## src/rtl/reu_pkg.sv

```systemverilog
// Shared REU definitions: transfer-type codes, sequencer states and the
// per-state bus/DRAM strobe pattern used by the transfer sequencer.
package reu_pkg;

  localparam logic [1:0] XT_STASH  = 2'b00;
  localparam logic [1:0] XT_FETCH  = 2'b01;
  localparam logic [1:0] XT_SWAP   = 2'b10;
  localparam logic [1:0] XT_VERIFY = 2'b11;

  typedef enum logic [2:0] {
    IDLE,
    START,
    XFER,
    SWAP_A,
    SWAP_B,
    DONE
  } state_t;

  typedef struct packed {
    logic caoe;
    logic cdoe;
    logic crw;
    logic ramrd;
    logic ramwr;
    logic latchc;
    logic latchr;
  } strb_t;

  // Ungated strobe pattern for a state; BA gating is applied at the outputs.
  function automatic strb_t strb_for(state_t st, logic [1:0] xt);
    strb_t s;
    s     = '0;
    s.crw = 1'b1;
    case (st)
      XFER: begin
        s.caoe = 1'b1;
        case (xt)
          XT_STASH:  s.ramwr = 1'b1;
          XT_FETCH: begin
            s.cdoe  = 1'b1;
            s.crw   = 1'b0;
            s.ramrd = 1'b1;
          end
          XT_VERIFY: s.ramrd = 1'b1;
          default: ;
        endcase
      end
      SWAP_A: begin
        s.caoe   = 1'b1;
        s.ramrd  = 1'b1;
        s.latchc = 1'b1;
        s.latchr = 1'b1;
      end
      SWAP_B: begin
        s.caoe  = 1'b1;
        s.cdoe  = 1'b1;
        s.crw   = 1'b0;
        s.ramwr = 1'b1;
      end
      default: ;
    endcase
    return s;
  endfunction

endpackage

```

## src/rtl/reu_xfer_ctl_if.sv

```systemverilog
// Register-block / datapath side of the REU transfer sequencer.
// master = sequencer, slave = register block and datapath driving it.
interface reu_xfer_ctl_if;

  logic       Execute;
  logic [1:0] XferType;
  logic       Length1;
  logic       BA;
  logic       VerifyEq;

  logic DMAn;
  logic CRW;
  logic CAOE;
  logic CDOE;
  logic RAMRD;
  logic RAMWR;
  logic LatchC;
  logic LatchR;
  logic IncCA;
  logic IncREUA;
  logic DecLen;
  logic XferEnd;
  logic SetEndOfBlock;
  logic SetVerifyErr;
  logic Busy;

  modport master (
    input  Execute, XferType, Length1, BA, VerifyEq,
    output DMAn, CRW, CAOE, CDOE, RAMRD, RAMWR, LatchC, LatchR,
           IncCA, IncREUA, DecLen, XferEnd, SetEndOfBlock, SetVerifyErr, Busy
  );

  modport slave (
    output Execute, XferType, Length1, BA, VerifyEq,
    input  DMAn, CRW, CAOE, CDOE, RAMRD, RAMWR, LatchC, LatchR,
           IncCA, IncREUA, DecLen, XferEnd, SetEndOfBlock, SetVerifyErr, Busy
  );

endinterface

```

## src/rtl/reu_xfer_ctl.sv

```systemverilog
// REU DMA transfer sequencer: takes the C64 bus on Execute and runs one
// stash/fetch/swap/verify transfer byte by byte, stalling while BA is low.
module reu_xfer_ctl (
  input  logic           PHI2,
  input  logic           nReset,
  reu_xfer_ctl_if.master bus
);
  import reu_pkg::*;

  state_t     r_state;
  state_t     w_state_nxt;
  logic [1:0] r_xtype;
  logic [1:0] w_xtype_nxt;
  strb_t      r_strb;
  strb_t      w_strb_nxt;
  logic       r_busy;
  logic       r_byte;
  logic       r_vfy;
  logic       w_byte_done;
  logic       w_vfail;

  // A byte completes only in a byte-closing state while the VIC leaves the bus.
  assign w_byte_done = r_byte & bus.BA;
  assign w_vfail     = w_byte_done & r_vfy & ~bus.VerifyEq;

  always_comb begin
    w_state_nxt = r_state;
    w_xtype_nxt = r_xtype;
    case (r_state)
      IDLE: begin
        if (bus.Execute) begin
          w_state_nxt = START;
          w_xtype_nxt = bus.XferType;
        end
      end
      START: begin
        if (bus.BA) w_state_nxt = (r_xtype == XT_SWAP) ? SWAP_A : XFER;
      end
      XFER: begin
        if (w_byte_done && (bus.Length1 || w_vfail)) w_state_nxt = DONE;
      end
      SWAP_A: begin
        if (bus.BA) w_state_nxt = SWAP_B;
      end
      SWAP_B: begin
        if (bus.BA) w_state_nxt = bus.Length1 ? DONE : SWAP_A;
      end
      DONE:    w_state_nxt = IDLE;
      default: w_state_nxt = IDLE;
    endcase
    w_strb_nxt = strb_for(w_state_nxt, w_xtype_nxt);
  end

  // Strobe pattern is registered for the state being entered.
  always_ff @(negedge PHI2) begin
    if (!nReset) begin
      r_state <= IDLE;
      r_xtype <= XT_STASH;
      r_strb  <= strb_for(IDLE, XT_STASH);
      r_busy  <= 1'b0;
      r_byte  <= 1'b0;
      r_vfy   <= 1'b0;
    end else begin
      r_state <= w_state_nxt;
      r_xtype <= w_xtype_nxt;
      r_strb  <= w_strb_nxt;
      r_busy  <= (w_state_nxt != IDLE);
      r_byte  <= (w_state_nxt == XFER) || (w_state_nxt == SWAP_B);
      r_vfy   <= (w_state_nxt == XFER) && (w_xtype_nxt == XT_VERIFY);
    end
  end

  assign bus.DMAn   = ~r_busy;
  assign bus.Busy   = r_busy;
  assign bus.CRW    = r_strb.crw | ~bus.BA;
  assign bus.CAOE   = r_strb.caoe & bus.BA;
  assign bus.CDOE   = r_strb.cdoe & bus.BA;
  assign bus.RAMRD  = r_strb.ramrd & bus.BA;
  assign bus.RAMWR  = r_strb.ramwr & bus.BA;
  assign bus.LatchC = r_strb.latchc & bus.BA;
  assign bus.LatchR = r_strb.latchr & bus.BA;

  assign bus.IncCA         = w_byte_done;
  assign bus.IncREUA       = w_byte_done;
  assign bus.DecLen        = w_byte_done;
  assign bus.XferEnd       = (w_byte_done & bus.Length1) | w_vfail;
  assign bus.SetEndOfBlock = w_byte_done & bus.Length1;
  assign bus.SetVerifyErr  = w_vfail;

endmodule
```

## src/flat_wrapper.sv

```systemverilog
// flat-port wrapper written by rule: the top's interface ports become plain ports
module reu_xfer_ctl_flat import reu_pkg::*;
  (PHI2, nReset, bus_Execute, bus_XferType, bus_Length1, bus_BA, bus_VerifyEq, bus_DMAn, bus_CRW, bus_CAOE, bus_CDOE, bus_RAMRD, bus_RAMWR, bus_LatchC, bus_LatchR, bus_IncCA, bus_IncREUA, bus_DecLen, bus_XferEnd, bus_SetEndOfBlock, bus_SetVerifyErr, bus_Busy);
  reu_xfer_ctl_if bus_i ();
  input  logic PHI2;
  input  logic nReset;
  input wire logic [$bits(bus_i.Execute)-1:0] bus_Execute;
  input wire logic [$bits(bus_i.XferType)-1:0] bus_XferType;
  input wire logic [$bits(bus_i.Length1)-1:0] bus_Length1;
  input wire logic [$bits(bus_i.BA)-1:0] bus_BA;
  input wire logic [$bits(bus_i.VerifyEq)-1:0] bus_VerifyEq;
  output wire logic [$bits(bus_i.DMAn)-1:0] bus_DMAn;
  output wire logic [$bits(bus_i.CRW)-1:0] bus_CRW;
  output wire logic [$bits(bus_i.CAOE)-1:0] bus_CAOE;
  output wire logic [$bits(bus_i.CDOE)-1:0] bus_CDOE;
  output wire logic [$bits(bus_i.RAMRD)-1:0] bus_RAMRD;
  output wire logic [$bits(bus_i.RAMWR)-1:0] bus_RAMWR;
  output wire logic [$bits(bus_i.LatchC)-1:0] bus_LatchC;
  output wire logic [$bits(bus_i.LatchR)-1:0] bus_LatchR;
  output wire logic [$bits(bus_i.IncCA)-1:0] bus_IncCA;
  output wire logic [$bits(bus_i.IncREUA)-1:0] bus_IncREUA;
  output wire logic [$bits(bus_i.DecLen)-1:0] bus_DecLen;
  output wire logic [$bits(bus_i.XferEnd)-1:0] bus_XferEnd;
  output wire logic [$bits(bus_i.SetEndOfBlock)-1:0] bus_SetEndOfBlock;
  output wire logic [$bits(bus_i.SetVerifyErr)-1:0] bus_SetVerifyErr;
  output wire logic [$bits(bus_i.Busy)-1:0] bus_Busy;
  assign bus_i.Execute = bus_Execute;
  assign bus_i.XferType = bus_XferType;
  assign bus_i.Length1 = bus_Length1;
  assign bus_i.BA = bus_BA;
  assign bus_i.VerifyEq = bus_VerifyEq;
  assign bus_DMAn = bus_i.DMAn;
  assign bus_CRW = bus_i.CRW;
  assign bus_CAOE = bus_i.CAOE;
  assign bus_CDOE = bus_i.CDOE;
  assign bus_RAMRD = bus_i.RAMRD;
  assign bus_RAMWR = bus_i.RAMWR;
  assign bus_LatchC = bus_i.LatchC;
  assign bus_LatchR = bus_i.LatchR;
  assign bus_IncCA = bus_i.IncCA;
  assign bus_IncREUA = bus_i.IncREUA;
  assign bus_DecLen = bus_i.DecLen;
  assign bus_XferEnd = bus_i.XferEnd;
  assign bus_SetEndOfBlock = bus_i.SetEndOfBlock;
  assign bus_SetVerifyErr = bus_i.SetVerifyErr;
  assign bus_Busy = bus_i.Busy;
  reu_xfer_ctl u_core (.PHI2(PHI2), .nReset(nReset), .bus(bus_i));
endmodule
```

## config.mk

```make
export PLATFORM = sky130hd
export DESIGN_NAME = reu_xfer_ctl_flat
export DESIGN_NICKNAME = d
export VERILOG_FILES = /design/src/rtl/reu_pkg.sv /design/src/rtl/reu_xfer_ctl_if.sv /design/src/rtl/reu_xfer_ctl.sv /design/src/flat_wrapper.sv
export SDC_FILE = /design/constraint.sdc
export NUM_CORES = 1
export LEC_CHECK = 0
export BUFFER_PORTS_ARGS = -buffer_cell sky130_fd_sc_hd__buf_2
export CAP_MARGIN = 20
export CELL_PAD_IN_SITES_DETAIL_PLACEMENT = 1
export CELL_PAD_IN_SITES_GLOBAL_PLACEMENT = 1
export CORE_AREA = 2 2 40 69
export DETAILED_ROUTE_END_ITERATION = 10
export DIE_AREA = 0 0 42 71
export GPL_TIMING_DRIVEN = 1
export PLACE_DENSITY = 0.68
export SLEW_MARGIN = 25
export SYNTH_ARGS = -nofsm -noshare
export SYNTH_HDL_FRONTEND = slang
export SYNTH_SLANG_ARGS = --single-unit
```

## constraint.sdc

```tcl
create_clock -name PHI2 -period 1.6 [get_ports PHI2]
set_input_delay 0 -clock PHI2 [delete_from_list [all_inputs] [get_ports PHI2]]
set_output_delay 0 -clock PHI2 [all_outputs]
set_load 0.02 [all_outputs]
```

== After elaboration in Yosys (flattened, before gate mapping) ==
Index checks and enable logic that the tools add are counted.

* Equal/unequal tests: 10
* Muxes and demuxes: 18
* Bitwise logic cells: 15
* Reductions and logical operators: 9

{| class="wikitable"
|+ Operators by type and width
! operator !! count
|-
| two-way mux 3 bit || 6
|-
| case mux 3 bit (5 select lines) || 1
|-
| == test 3 x 2 -> 1 bit (second input constant) || 4
|-
| bitwise AND 1 bit || 10
|-
| two-way mux 2 bit || 4
|-
| == test 3 bit (second input constant) || 2
|-
| == test 2 bit (second input constant) || 2
|-
| two-way mux 1 bit || 4
|-
| case mux 1 bit (2 select lines) || 2
|-
| case mux 2 bit (2 select lines) || 1
|-
| == test 3 x 1 -> 1 bit (second input constant) || 1
|-
| zero test 3 bit || 1
|-
| NOT 1 bit || 3
|-
| nonzero test 3 bit || 1
|-
| OR reduction 3 bit || 1
|-
| == test 2 x 1 -> 1 bit (second input constant) || 1
|-
| logical AND 1 bit || 2
|-
| zero test 2 bit || 1
|-
| logical OR 1 bit || 2
|-
| bitwise OR 1 bit || 2
|-
| OR reduction 2 bit || 1
|}

* Flip-flop bits (word level): 15
* Input port bits: 8
* Output and inout port bits: 15

== Longest topological paths before layout ==
Gate-level depths: netlist (run 1).

* Word-level depth: 10
* Gate-level depth with buffers: 7

==> qor.txt, run 1 <==
clock power share - 0.384
Die Y-Extent - 71 um
Clock Tree Root - clkbuf_8
Min-Delay Path Class - primary input to primary output
RePlAce Congestion - 0.799
Peak VDD IR - 0.591 mV
status - finished, violations left
Worst setup SP type - flip-flop
initial antenna violation count - 0
commonest non-fill, non-tap cells in the layout - 21 x buf_6, 18 x inv_1, 13 x buf_4, 8 x dfxtp_2
io pins - 23
core area - 2430 um2
Setup Skew - 0.0252 ns
final setup vio count - 26
Worst EP required - 1.60 ns
final WL - 2730 um
Starting Density - 0.294
Least-Margin Pin Slew - 0.474 ns
Post-Syn Area - 716 um2
Yosys cell types - 32
TritonCTS clock tree - done
Buf+Inv Stages, Crit Path - 2
worst hold start - bus_Length1
# DRC - 0
ant diodes - 0
Final Cell Area - 1360 um2
failing checks - negative setup slack
worst setup path startpoint - u_core.r_byte
critical path endpoint category - primary output
share of layout cells above drive strength 1 - 0.640
sequential share of power - 0.338
register area share after synthesis - 0.392
Yosys top cell area share - 0.392
kind of critical path - flip-flop to primary output
synthesis-stage register bit count - 14
critical path cell sequence - nand2_4 -> a21oi_4 -> buf_6 -> buf_6
Buffers on Ports - 22
total global-route track usage - 0.197
Post-synth EDFFs - 0
main flop type after synthesis - dfxtp_1
most common cell after layout, fill and taps aside - buf_6
Worst path slowest cell - dfxtp_2
setup repair after global routing missed its margin - true
largest net degree at the start of global routing - 11
Die Span X - 42 um
DRT iter0 DRCs - 10
CTS Sinks - 14
Fillers - 263
Net count, final - 145
Pwr Density - 860 nW/um2
wire per inst - 16.8 um
global route total overflow - 0
DR vias/cell - 4.89
Yosys top cell by area - dfxtp_1
die area - 2980 um2
clk_lat worst skew - 0.34 ns
Largest delay share family, worst path - flip-flops
Rel. slew slack - 0.680
DR pass1 iterations - 4
Post-DP Area - 946 um2
Setup WS pre-CTS - -0.455 ns
Hold Vio Cnt, Final - 0
combinational power share - 0.278
Vias - 792
DP Wirelength - 1510 um
Ys Warns - 0
Syn Nets - 91
Final Max Tran Viols - 0
P&R area growth vs syn - 90.4%
Area contributors post-synth - dfxtp_1 39%, buf_4 5.2%, nor2_1 4.7%
CTS clock-pin slew for the worst setup and hold paths - 0.03 ns
area occupied by multi-input gates - 504 um2
Data arrival, critical path - 1.91 ns
# Max-Cap Violations - 0
highest cell delay on the worst timing path - 0.35 ns
global-route wire length before repair - 4340 um
Net Sw Power - 0.407 mW
# hold bufs at CTS - 0
storage element area - 290 um2
most frequent CP cell - buf_6
Fin Setup TNS - -4.73 ns
Worst Setup Slack, final - -0.311 ns
FFs w/ async S/R, synth - 0
Pint - 0.764 mW
r2r startpoint - u_core.r_state[2]
vias in the first global route - 906
Bufs on Longest Clock Path - 2
leak pwr - 0.676 nW
# rows - 24
H-tree depth - 1
CTS buffer count - 3
Cells after Synth - 83
Syn Area/Cell - 8.62 um2
sw frac - 0.348
peak fanout along the critical path - 2
number of routed nets with antenna violations - 0
[metal layers]
layer | vias up | wire, um | GRT usage
met5 | - | 0 | 0
met4 | 0 | 127 | 0.154
met3 | 12 | 65 | 0.0332
met2 | 25 | 1670 | 0.373
met1 | 375 | 864 | 0.175
li1 | 380 | - | -
[worst min-delay path: stages]
cell    delay (ns)
buf_2         0.09
inv_2         0.06
nor2_4        0.08
buf_6         0.12
[synth_stat cells (2+ instances only)]
cell type / instances
and3_1: 4
nor2_1: 9
dfxtp_1: 14
nand2_1: 4
o21ai_0: 2
mux2i_1: 2
nand2b_1: 4
a31oi_1: 3
inv_1: 8
a21oi_1: 2
nor2b_1: 2
buf_4: 5
and2_1: 5
[final timing paths]
path	endpoint	slack (ns)	depth (start not counted)
worst max-delay path	bus_XferEnd	-0.31	4
worst min-delay path	bus_SetEndOfBlock	0.35	4
worst max register to register	u_core.r_strb[5]	-0.06	7
worst min register to register	u_core.r_xtype[0]	0.56	2
[cell families after synthesis]
logic type      Yosys count  synth area share
simple gates             35             0.302
buf+inv                  16             0.121
compound gates           15             0.145
flops                    14             0.392
mux                       2            0.0280
xor+xnor                  1            0.0122
[power by group through the flow]
stage | Combinational, mW | Sequential, mW | Clock, mW
floorplan | 0.150 | 0.392 | 0.0575
global placement | 0.213 | 0.391 | 0.0575
detailed placement | 0.219 | 0.392 | 0.0575
CTS | 0.289 | 0.391 | 0.456
global route | 0.347 | 0.397 | 0.514
finish | 0.326 | 0.396 | 0.449
[cell type report]
class | instances | share of cell area
clock buffers | 3 | 0.0303
clock inverters | 15 | 0.0422
inverters | 8 | 0.0239
multi-input cells | 54 | 0.370
flip-flops and latches | 14 | 0.213
well taps | 26 | 0.0239
repair buffers | 42 | 0.297
[flip-flops by register name, summed over array words and instances, names as in the netlist]
signal           count
u_core.r_strb        6
u_core.r_state       3
u_core.r_xtype       2
u_core.bus.Busy      1
u_core.r_byte        1
u_core.r_vfy         1
[timing repair]
action                                 4_1_cts  5_1_grt
resized for setup                           57       19
endpoints found under the hold margin        0        0
setup endpoints to repair                   23       27
cloned                                       1        0
pin swaps                                   12        6
buffers inserted                             3        5
[stage by stage]
step | utilization | total power, mW | cells | hold slack [ns]
after floorplan | - | 0.599 | 83 | 0.183
after global placement | 0.389 | 0.662 | 137 | 0.388
after detailed placement | 0.389 | 0.669 | 137 | 0.399
after CTS | 0.519 | 1.14 | 158 | 0.364
after global routing | 0.560 | 1.26 | 162 | 0.369
final | 0.560 | 1.17 | 162 | 0.353
Note: power is estimated with default switching activity, not from simulation.
==> run 2, diff against run 1 <==
--- a/config.mk
+++ b/config.mk
@@ -5,15 +5,16 @@
 export SDC_FILE = /design/constraint.sdc
 export NUM_CORES = 1
 export LEC_CHECK = 0
+export ABC_AREA = 1
 export BUFFER_PORTS_ARGS = -buffer_cell sky130_fd_sc_hd__buf_2
 export CAP_MARGIN = 20
 export CELL_PAD_IN_SITES_DETAIL_PLACEMENT = 1
 export CELL_PAD_IN_SITES_GLOBAL_PLACEMENT = 1
-export CORE_AREA = 2 2 40 69
+export CORE_AREA = 2 2 43 74
 export DETAILED_ROUTE_END_ITERATION = 10
-export DIE_AREA = 0 0 42 71
+export DIE_AREA = 0 0 45 76
 export GPL_TIMING_DRIVEN = 1
-export PLACE_DENSITY = 0.68
+export PLACE_DENSITY = 0.69
 export SLEW_MARGIN = 25
 export SYNTH_ARGS = -nofsm -noshare
 export SYNTH_HDL_FRONTEND = slang
==> qor.txt, run 2 <==
commonest non-fill, non-tap cells in the layout - 31 x inv_1, 26 x nand2_1, 14 x buf_6, 10 x nor2_1, 9 x buf_4 (was 21 x buf_6, 18 x inv_1, 13 x buf_4, 8 x dfxtp_2)
DRT iter0 DRCs - 8 (was 10)
Area contributors post-synth - dfxtp_1 35%, nand2_1 16%, inv_1 10% (was dfxtp_1 39%, buf_4 5.2%, nor2_1 4.7%)
CTS Sinks - 14 (unchanged)
leak pwr - 0.743 nW (was 0.676 nW)
Biggest register - u_core.r_strb (unchanged)
DR vias/cell - 4.72 (was 4.89)
main flop type after synthesis - dfxtp_1 (unchanged)
global route total overflow - 0 (unchanged)
Data arrival, critical path - 1.87 ns (was 1.91 ns)
largest net degree at the start of global routing - 9 (was 11)
Cells after Synth - 126 (was 83)
area occupied by multi-input gates - 538 um2 (was 504 um2)
Setup Skew - 0.00908 ns (was 0.0252 ns)
Buf+Inv Stages, Crit Path - 2 (unchanged)
total global-route track usage - 0.158 (was 0.197)
clk_lat worst skew - 0.32 ns (was 0.34 ns)
Post-DP Area - 1070 um2 (was 946 um2)
io pins - 23 (unchanged)
WP depth - 5 (was 4)
storage element area - 293 um2 (was 290 um2)
Worst EP required - 1.60 ns (about the same)
Bufs on Longest Clock Path - 2 (unchanged)
Clock Tree Root - clkbuf_8 (unchanged)
# rows - 26 (was 24)
synthesis-stage register bit count - 14 (unchanged)
FFs w/ async S/R, synth - 0 (unchanged)
Yosys top cell by area - dfxtp_1 (unchanged)
Fillers - 368 (was 263)
Post-Syn Area - 805 um2 (was 716 um2)
Final Max Tran Viols - 0 (unchanged)
number of routed nets with antenna violations - 0 (unchanged)
final WL - 2450 um (was 2730 um)
setup repair after global routing missed its margin - true (unchanged)
Syn Nets - 134 (was 91)
Pwr Density - 795 nW/um2 (was 860 nW/um2)
largest registers - u_core.r_strb: 6 flops, u_core.r_state: 3 flops, u_core.r_xtype: 2 flops (unchanged)
die area - 3420 um2 (was 2980 um2)
peak fanout along the critical path - 3 (was 2)
final setup vio count - 21 (was 26)
Ys Warns - 0 (unchanged)
# hold bufs at CTS - 0 (unchanged)
Worst Setup Slack, final - -0.268 ns (was -0.311 ns)
Worst Reg-to-Reg Cells - 8 (was 7)
DP Wirelength - 1930 um (was 1510 um)
CTS clock-pin slew for the worst setup and hold paths - 0.03 ns (about the same)
Worst setup SP type - flip-flop (unchanged)
DR pass1 iterations - 3 (was 4)
P&R area growth vs syn - 66.6% (was 90.4%)
Yosys top cell area share - 0.348 (was 0.392)
core area - 2860 um2 (was 2430 um2)
critical path cell sequence - inv_2 -> nor2_4 -> nand2_8 -> nand2_8 -> buf_6 (was nand2_4 -> a21oi_4 -> buf_6 -> buf_6)
Starting Density - 0.281 (was 0.294)
worst hold start - bus_VerifyEq (was bus_Length1)
r2r startpoint - u_core.r_state[2] (unchanged)
status - finished, violations left (unchanged)
Die Y-Extent - 76 um (was 71 um)
Rel. slew slack - 0.731 (was 0.680)
Final Cell Area - 1340 um2 (was 1360 um2)
# DRC - 0 (unchanged)
Yosys cell types - 22 (was 32)
Hold Vio Cnt, Final - 0 (unchanged)
share of layout cells above drive strength 1 - 0.491 (was 0.640)
Syn Area/Cell - 6.39 um2 (was 8.62 um2)
failing checks - negative setup slack (unchanged)
most frequent cells after synthesis - 34 x nand2_1, 22 x inv_1, 14 x dfxtp_1, 14 x nor2_1, 11 x nand3_1 (was 14 x dfxtp_1, 9 x nor2_1, 8 x inv_1, 5 x and2_1, 5 x buf_4)
most common cell in the netlist - nand2_1 (was dfxtp_1)
Largest delay share family, worst path - flip-flops (unchanged)
register area share after synthesis - 0.348 (was 0.392)
Least-Margin Pin Slew - 0.403 ns (was 0.474 ns)
most frequent CP cell - nand2_8 (was buf_6)
Peak VDD IR - 0.512 mV (was 0.591 mV)
TritonCTS clock tree - done (unchanged)
global-route wire length before repair - 3990 um (was 4340 um)
Min-Delay Path Class - primary input to primary output (unchanged)
highest cell delay on the worst timing path - 0.31 ns (was 0.35 ns)
# Max-Cap Violations - 0 (unchanged)
ant diodes - 0 (unchanged)
Net count, final - 178 (was 145)
Buffers on Ports - 22 (unchanged)
RePlAce Congestion - 0.832 (was 0.799)
Vias - 929 (was 792)
total chip power - 1.07 mW (was 1.17 mW)
initial antenna violation count - 0 (unchanged)
worst setup path startpoint - u_core.r_vfy (was u_core.r_byte)
Worst path slowest cell - dfxtp_2 (unchanged)
CTS buffer count - 3 (unchanged)
Worst Hold Path Cells - 5 (was 4)
H-tree depth - 1 (unchanged)
wire per inst - 12.5 um (was 16.8 um)
Die Span X - 45 um (was 42 um)
kind of critical path - flip-flop to primary output (unchanged)
vias in the first global route - 1010 (was 906)
most common cell after layout, fill and taps aside - inv_1 (was buf_6)
critical path endpoint category - primary output (unchanged)
max reg flops - 6 (unchanged)
Post-synth EDFFs - 0 (unchanged)
==> run 2: cell types whose count changed after synthesis, sizes merged, moves of 2 or more <==
cell    change
o21ai       -2
inv        +17
and2        -5
and3        -5
nand2b      -5
nor2       +11
mux2i       -2
nand2      +33
nor3        +3
a31oi       -2
nor2b       -2
nand3      +11
==> run 2: power breakdown <==
group / switching [mW] / internal (mW) / leakage (nW) / total [mW]
Combinational: 0.144 / 0.0954 / 0.530 / 0.240
Clock: 0.217 / 0.218 / 0.0962 / 0.435
Sequential: 0.0177 / 0.373 / 0.117 / 0.391
==> run 2: path summary, 6_finish.rpt <==
path	endpoint	slack, ns
max	bus_XferEnd	-0.27
max reg2reg	u_core.r_vfy	0.04
min reg2reg	u_core.r_xtype[1]	0.64
min	bus_SetVerifyErr	0.37
==> run 2: repair_timing <==
item,in CTS,in global routing
pin swaps,10,4
setup buffers,1,0
endpoints found under the setup margin,22,22
gates resized for setup,37,19
==> run 2: cells by family (layout without fill, tap and decap cells) <==
group | count (synthesis) | after routing | synth area share
AO/OA/AOI/OAI | 6 | 6 | 0.0435
buffers and inverters | 32 | 75 | 0.166
flip-flops | 14 | 14 | 0.348
AND/OR/NAND/NOR | 74 | 74 | 0.442
==> run 2: through the flow <==
stage	std cells	hold WS, ns	util	setup WS [ns]	setup TNS (ns)
4_1_cts	197	0.382	0.447	-0.272	-1.95
6_report	197	0.369	0.468	-0.268	-2.07
3_5_place_dp	179	0.403	0.375	-0.374	-3.91
3_3_place_gp	179	0.400	0.375	-0.321	-3.27
5_1_grt	197	0.391	0.468	-0.318	-3.24
2_1_floorplan	126	0.0961	-	-0.0435	-0.0435
==> run 2: worst min-delay path: cells and delay by family <==
| family | cells | cell delay (ns) |
|---|---|---|
| and+or+nand+nor | 2 | 0.12 |
| buffers and inverters | 3 | 0.26 |
==> run 2: layout make-up <==
class / instances / share of cell area
Sequential cell: 14 / 0.218
Multi-Input combinational cell: 80 / 0.401
Clock buffer: 3 / 0.0308
Clock inverter: 15 / 0.0430
Inverter: 26 / 0.0822
Timing Repair Buffer: 31 / 0.198
Tap cell: 28 / 0.0261
==> run 2: metal layers <==
layer  up-vias  routed length (um)  GRT usage
met5         -                   0          0
met4         0                  65     0.0706
met3         7                  96     0.0592
met2        21                1480      0.306
met1       444                 810      0.123
li1        457                   -          -
